--- src/rtl/fifo_wr_arbiter.sv ---
// Round-robin arbiter sharing one FIFO write port among NUM_REQ valid/ready producers; optional burst lock.
// Zero-cycle req_valid->fifo_w_en path; fifo_full stalls the current grant and drops every req_ready.
module fifo_wr_arbiter #(
  parameter int NUM_REQ   = 4,
  parameter int WIDTH     = 8,
  parameter int DEPTH     = 8,
  parameter int MAX_BURST = 2
) (
  input  logic                       clk,
  input  logic                       rst_n,
  input  logic [NUM_REQ-1:0]         req_valid,
  input  logic [NUM_REQ*WIDTH-1:0]   req_data,
  output logic [NUM_REQ-1:0]         req_ready,
  output logic                       fifo_w_en,
  output logic [WIDTH-1:0]           fifo_data_in,
  input  logic                       fifo_full,
  output logic                       grant_valid,
  output logic [$clog2(NUM_REQ)-1:0] grant_id
);
  localparam int IDW = $clog2(NUM_REQ);
  localparam int BW  = $clog2(MAX_BURST + 1);
  localparam logic [IDW:0]  NREQ       = (IDW+1)'(NUM_REQ);
  localparam logic [IDW:0]  ONE        = (IDW+1)'(1);
  localparam logic [BW-1:0] BURST_LAST = BW'(MAX_BURST - 1);

  if (NUM_REQ < 2 || NUM_REQ > 16 || MAX_BURST < 1 || WIDTH < 1 || DEPTH < 1) begin : g_param_check
    $error("fifo_wr_arbiter: illegal parameter set");
  end

  typedef enum logic {ARB = 1'b0, BURST = 1'b1} state_t;

  state_t         state_q, state_d;
  logic [IDW-1:0] ptr_q, ptr_d;
  logic [IDW-1:0] owner_q, owner_d;
  logic [BW-1:0]  bcnt_q, bcnt_d;

  logic           arb_hit;
  logic [IDW-1:0] arb_id;
  logic [IDW-1:0] idx;
  logic           sel_valid;
  logic [IDW-1:0] sel_id;
  logic           accept;

  // Modulo-NUM_REQ add; the sum of two in-range ids always fits in IDW+1 bits.
  function automatic logic [IDW-1:0] wrap_inc(input logic [IDW-1:0] id, input logic [IDW:0] step);
    logic [IDW:0] s;
    s = {1'b0, id} + step;
    if (s >= NREQ) s = s - NREQ;
    return s[IDW-1:0];
  endfunction

  // Scan downward so the candidate closest to ptr is the last (winning) assignment.
  always_comb begin
    arb_hit = 1'b0;
    arb_id  = '0;
    idx     = '0;
    for (int k = NUM_REQ - 1; k >= 0; k--) begin
      idx = wrap_inc(ptr_q, (IDW+1)'(k));
      if (req_valid[idx]) begin
        arb_hit = 1'b1;
        arb_id  = idx;
      end
    end
  end

  always_comb begin
    if (state_q == ARB) begin
      sel_valid = arb_hit;
      sel_id    = arb_id;
    end else begin
      sel_valid = req_valid[owner_q];
      sel_id    = owner_q;
    end
  end

  assign accept = sel_valid & ~fifo_full;

  always_ff @(posedge clk or negedge rst_n) begin
    if (!rst_n) begin
      state_q <= ARB;
      ptr_q   <= '0;
      owner_q <= '0;
      bcnt_q  <= '0;
    end else begin
      state_q <= state_d;
      ptr_q   <= ptr_d;
      owner_q <= owner_d;
      bcnt_q  <= bcnt_d;
    end
  end

  always_comb begin
    state_d = state_q;
    ptr_d   = ptr_q;
    owner_d = owner_q;
    bcnt_d  = bcnt_q;
    case (state_q)
      ARB: begin
        if (accept) begin
          if (MAX_BURST == 1) begin
            ptr_d = wrap_inc(sel_id, ONE);
          end else begin
            state_d = BURST;
            owner_d = sel_id;
            bcnt_d  = BW'(1);
          end
        end
      end
      BURST: begin
        // Owner dropping valid ends the burst with an idle cycle; a full FIFO just holds.
        if (!sel_valid || (accept && bcnt_q == BURST_LAST)) begin
          state_d = ARB;
          ptr_d   = wrap_inc(owner_q, ONE);
          bcnt_d  = '0;
        end else if (accept) begin
          bcnt_d = bcnt_q + BW'(1);
        end
      end
      default: state_d = ARB;
    endcase
  end

  always_comb begin
    req_ready    = '0;
    fifo_w_en    = 1'b0;
    fifo_data_in = '0;
    grant_valid  = 1'b0;
    grant_id     = '0;
    if (rst_n && sel_valid) begin
      grant_valid       = 1'b1;
      grant_id          = sel_id;
      fifo_data_in      = req_data[sel_id*WIDTH +: WIDTH];
      fifo_w_en         = ~fifo_full;
      req_ready[sel_id] = ~fifo_full;
    end
  end

endmodule

--- config.mk ---
export PLATFORM = sky130hd
export DESIGN_NAME = fifo_wr_arbiter
export DESIGN_NICKNAME = d
export VERILOG_FILES = /design/src/rtl/fifo_wr_arbiter.sv
export SDC_FILE = /design/constraint.sdc
export NUM_CORES = 1
export LEC_CHECK = 0
export CORE_MARGIN = 5
export CORE_UTILIZATION = 25
export CTS_CLUSTER_DIAMETER = 150
export DETAILED_ROUTE_END_ITERATION = 7
export PLACE_DENSITY_LB_ADDON = 0.25
export SYNTH_ARGS = -nofsm -noshare
export SYNTH_HDL_FRONTEND = slang
export SYNTH_SLANG_ARGS = --single-unit
export TNS_END_PERCENT = 100
--- constraint.sdc ---
create_clock -name clk -period 2.1 [get_ports clk]
set_input_delay 0.42 -clock clk [delete_from_list [all_inputs] [get_ports clk]]
set_output_delay 0.42 -clock clk [all_outputs]
set_load 0.02 [all_outputs]
; ---- Word-level counts from Yosys, hierarchy flattened
; Cells that the tools add are included.
[classes]
add_sub_neg = 10
n_lt_le_gt_ge = 12
eq_ne = 3
shift = 1
muxes = 39
bitwise_logic = 4
reduce_logical = 8
[ops]
columns = cell, count
row1 = $shiftx A32 B6 Y8, 1
row2 = $mux W2, 14
row3 = $lt A2 B3 Y1 const B, 6
row4 = $mux W1, 15
row5 = $ge A3 B3 Y1 const B, 4
row6 = $bmux W1 S2, 5
row7 = $sub A2 B1 Y2 const B, 5
row8 = $mux W8, 1
row9 = $add A2 B1 Y3 const B, 2
row10 = $add A2 B2 Y3 const B, 2
row11 = $reduce_and A2 Y1, 3
row12 = $and A4 B4 Y4, 1
row13 = $mux W4, 1
row14 = $pmux W2 S2, 1
row15 = $ge A2 B3 Y1 const B, 1
row16 = $logic_and A1 B1 Y1, 3
row17 = $ne A3 B1 Y1 const B, 1
row18 = $add A2 B1 Y2 const B, 1
row19 = $demux W1 S2, 1
row20 = $eq A2 B1 Y1 const B, 1
row21 = $ge A2 B1 Y1 const B, 1
row22 = $ne A2 B2 Y1 const B, 1
row23 = $not A1 Y1, 2
row24 = $pmux W1 S2, 1
row25 = other kinds (3), 3
[word_totals]
ff_bits = 7
out_inout_bits = 16
elab_cells = 81

; ---- Longest topological paths before layout
[logic_depth]
depth_word = 16
ltp_mapped = 7
ltp_nobuf = 7

; ---- Worst setup path before layout
; Ideal clock, no wire load.
[synth_timing]
path_type = input -> output
from = input req_valid[0]
to = output req_ready[1]
arrival_ps = 1766
t_required_ps = 1680
setup_slack_ps = -86
stages = 5
path_cell_list = or4_1 > o221a_2 > and2_1 > nand2b_1 > nor2_1
[synth_via]
elab_chain_len = 13
[synth_rtl]
columns = element, line
row1 = "start, declared", 11  ; input logic [NUM_REQ-1:0] req_valid,
row2 = $bmux W1 S2, 59  ; if (req_valid[idx]) begin
row3 = $mux W1 (implied by the code), 59
row4 = $mux W2 (4 in series), 59
row5 = $mux W2, 67  ; if (state_q == ARB) begin
row6 = $lt A2 B3 Y1 (implied by the code) / $ge A2 B1 Y1 (equally long branches), 134  ; req_ready[sel_id] = ~fifo_full;
row7 = $logic_and A1 B1 Y1 (implied by the code), 134
row8 = $mux W1 (implied by the code), 134
row9 = $demux W1 S2, 134
row10 = $and A4 B4 Y4 (no source line), -
row11 = $mux W4 *, 129  ; if (rst_n && sel_valid) begin
row12 = "end, declared", 13  ; output logic [NUM_REQ-1:0] req_ready,
; Every way passes the cells marked *; elsewhere a longest branch is shown, timed or not. The select of a mux whose other input is x is not followed.

; ---- Worst setup path in the final report
[layout_timing]
from = input req_valid[3]
to = output req_ready[1]
; The elaborated chain is that of the path after synthesis.

==> key figures <==
Outcome
  • Outcome: finished with violations
  • Violated checks: setup timing

Power
  • Pwr Density: 1296 mW/mm^2
  • Static Leak: 0.7406 nW
  • Max IR drop VDD: 598.0 uV

Finish
  • Reg area: 176.4 sq um
  • Multi-input gate area: 713.2 sq um
  • Fin nets: 210
  • Layout cells sized above 1: 0.4201
  • Fillers: 276
  • Ant. Diodes: 0
  • P&R area growth vs syn: 115.7%

CTS
  • Clk root buf: clkbuf_4
  • CTS tree: yes
  • Clock sink count: 7
  • CTS Buf Count: 3
  • Worst-Skew Late Latency: 0.24 ns
  • H-Tree Depth: 1
  • Clock Tree Buf Depth: 2
  • CTS clk-pin slew, worst paths: 0.05 ns

Synthesis
  • Synth area leaders: dfrtp_1, mux2i_1, o22ai_1
  • Cell area after synthesis: 774.5 sq um
  • Share of the synthesized area in the top cell type: 0.2262
  • Top-count cell post-synth: mux2i_1
  • Netlist cell types: 32
  • Seq/Total Area, Yosys: 0.2262
  • Main synth FF type: dfrtp_1
  • Asr flop ratio synth: 1.000
  • #FFs+latches synth: 7
  • Mean post-synth cell area: 8.511 sq um
  • Yosys top cell by area: dfrtp_1
  • Yosys warning count: 0
  • Commonest cells in the netlist: mux2i_1, nor2_1, o22ai_1
  • Post-Syn Instances: 91
  • Number of synthesized flops with an enable pin: 0
  • Net Count, Synth: 131

Global routing
  • GRT Overall Usage: 0.1390
  • GRT Residual Overflow: 0
  • Initial antenna violation count: 0
  • Vias in the first global route: 1009
  • Largest net degree at the start of global routing: 20
  • First-pass GRT wire length: 4.698 mm

Worst hold path
  • Hold crit path type: in -> async

Timing
  • Hold WS: 0.5370 ns
  • Slew HR: 0.7059
  • Setup_tns: -4.191 ns
  • Tcrit/Tclk final: 1.150
  • Endpoints failing setup: 16
  • Fmax: 413.9 MHz
  • Final worst slack: -0.3160 ns
  • Worst slew pin tran: 0.4411 ns
  • Post-route clock skew: 0.001453 ns
  • RSZ-0062 raised after global routing: true
  • Final Hold Vio Count: 0
  • Crit path time final: 2.416 ns
  • Final Slew Violations: 0

Worst setup path
  • WP buf/inv: 2
  • Worst EP arrival: 2.00 ns
  • Kind of cell adding the most delay to the critical path: simple AND/OR/NAND/NOR gates
  • FF-to-FF Start: owner_q[1]
  • Crit path required time: 1.68 ns
  • CP max-delay cell: or4_1
  • CP endpoint kind: output pin
  • Max incr delay on CP: 0.57 ns
  • Worst-path fanout max: 6
  • Cells along the critical path: clkdlybuf4s15_2, or4_1, o221a_4, and2_4, nand2b_1, nor2_1, buf_4
  • CP startpoint kind: input port
  • Worst Reg-to-Reg Cells: 6
  • R2r setup slk: 0.21 ns
  • Reg2reg end: owner_q[1]
  • WS Path Type: in -> out

Drt
  • Via/cell ratio: 4.955
  • Avg WL per Cell: 14.31 um
  • DRC: 0
  • Iteration-0 DRC Markers: 27
  • Routed wire length: 2.890 mm
  • Via Count: 1001
  • Drt pass-1 iters: 2
  • Routed Antenna Nets: 0

Run
  • Max_cap viols: 0

Floorplanning
  • Die footprint: 0.004311 sq mm
  • Die Y: 65.66 um
  • Core Box Area: 0.003003 sq mm
  • Io pins: 55
  • Starting Density: 0.2579
  • Die W: 65.66 um
  • Rows: 20

Placement
  • Port buffer count: 54
  • Hpwl dp: 2.399 mm
  • Dpl ws: -1.070 ns
  • GPL Wtd Cong: 0.7796
kinds of logic (layout without fill, tap and decap cells):
group / Yosys count / in the layout / synth area share
AOI/OAI and AO/OA: 23 / 23 / 0.2036
and+or+nand+nor: 30 / 31 / 0.1971
muxes: 20 / 20 / 0.2779
DFF: 7 / 7 / 0.2262
buffers and inverters: 9 / 86 / 0.06785
xor gates and xnor gates: 1 / 1 / 0.01131
adders and majority gates: 1 / 1 / 0.01615
area by class of cell:
| class | instances | area share |
|---|---|---|
| multi-input combinational | 76 | 0.4270 |
| timing repair buffer | 76 | 0.4135 |
| sequential | 7 | 0.1056 |
| tap | 33 | 0.02472 |
| clock buffer | 4 | 0.01573 |
| inverter | 6 | 0.01348 |
worst reg2reg max path: stages, from the launching register on:
cell and delay, ns:
dfrtp_1 0.40, mux4_2 0.38, buf_4 0.12, nor2_2 0.03, or3_4 0.38, nor2_4 0.11, mux2_2 0.35
registers in the layout (all words and copies together) (netlist names):
signal,count
bcnt_q,2
owner_q,2
ptr_q,2
state_q,1
cell usage in the layout (no fill, tap or decap), drive strengths merged, types with 2 or more instances in the layout:
| master | count |
|---|---|
| clkbuf | 4 |
| buf | 38 |
| clkdlybuf4s15 | 3 |
| nor2b | 2 |
| a21oi | 5 |
| o22ai | 8 |
| nor2 | 13 |
| clkdlybuf4s50 | 34 |
| dfrtp | 7 |
| nand2 | 8 |
| mux2 | 2 |
| inv | 6 |
| and2 | 2 |
| mux2i | 17 |
| nand2b | 3 |
where the power goes:
group | internal [mW] | leakage (nW) | total [mW] | switching (mW)
combinational | 0.912 | 0.643 | 1.79 | 0.877
sequential | 0.205 | 0.0822 | 0.264 | 0.0596
clock | 0.0719 | 0.0150 | 0.112 | 0.0404
total | 1.19 | 0.741 | 2.17 | 0.977
through the flow:
| step | utilization | std cells | cell area, sq um | power (mW) |
|---|---|---|---|---|
| 2_1_floorplan | - | 91 | 840.8 | 1.262 |
| 3_3_place_gp | 0.5204 | 196 | 1563 | 1.860 |
| 3_5_place_dp | 0.5204 | 196 | 1563 | 1.894 |
| 4_1_cts | 0.5546 | 202 | 1665 | 2.185 |
| 5_1_grt | 0.5563 | 202 | 1670 | 2.318 |
| 6_report | 0.5563 | 202 | 1670 | 2.165 |
per-layer routing:
layer  wire length, um  track usage
met4                10      0.03109
met2              1406       0.2653
met3               241      0.02222
met1              1231       0.1589
met5                 0            0
what timing repair did:
action	4_1_cts	5_1_grt
pin swaps	7	1
endpoints found under the setup margin	20	16
hold buffers	0	0
endpoints found under the hold margin	0	0
setup buffers	1	0
gates resized for setup	105	2
cloned	1	0
worst max-delay path by stage:
stage	slack, ns	from	cells past startpoint	end
6_report	-0.32	req_valid[3]	7	req_ready[1]
5_1_grt	-0.41	ptr_q[1]	7	fifo_data_in[4]
4_1_cts	-0.35	owner_q[1]	6	req_ready[1]
3_5_place_dp	-1.07	req_valid[0]	7	fifo_data_in[2]
3_3_place_gp	-1.03	req_valid[0]	7	fifo_data_in[2]
2_1_floorplan	0.04	ptr_q[1]	7	fifo_data_in[0]
(Power assumes the default switching activity.)
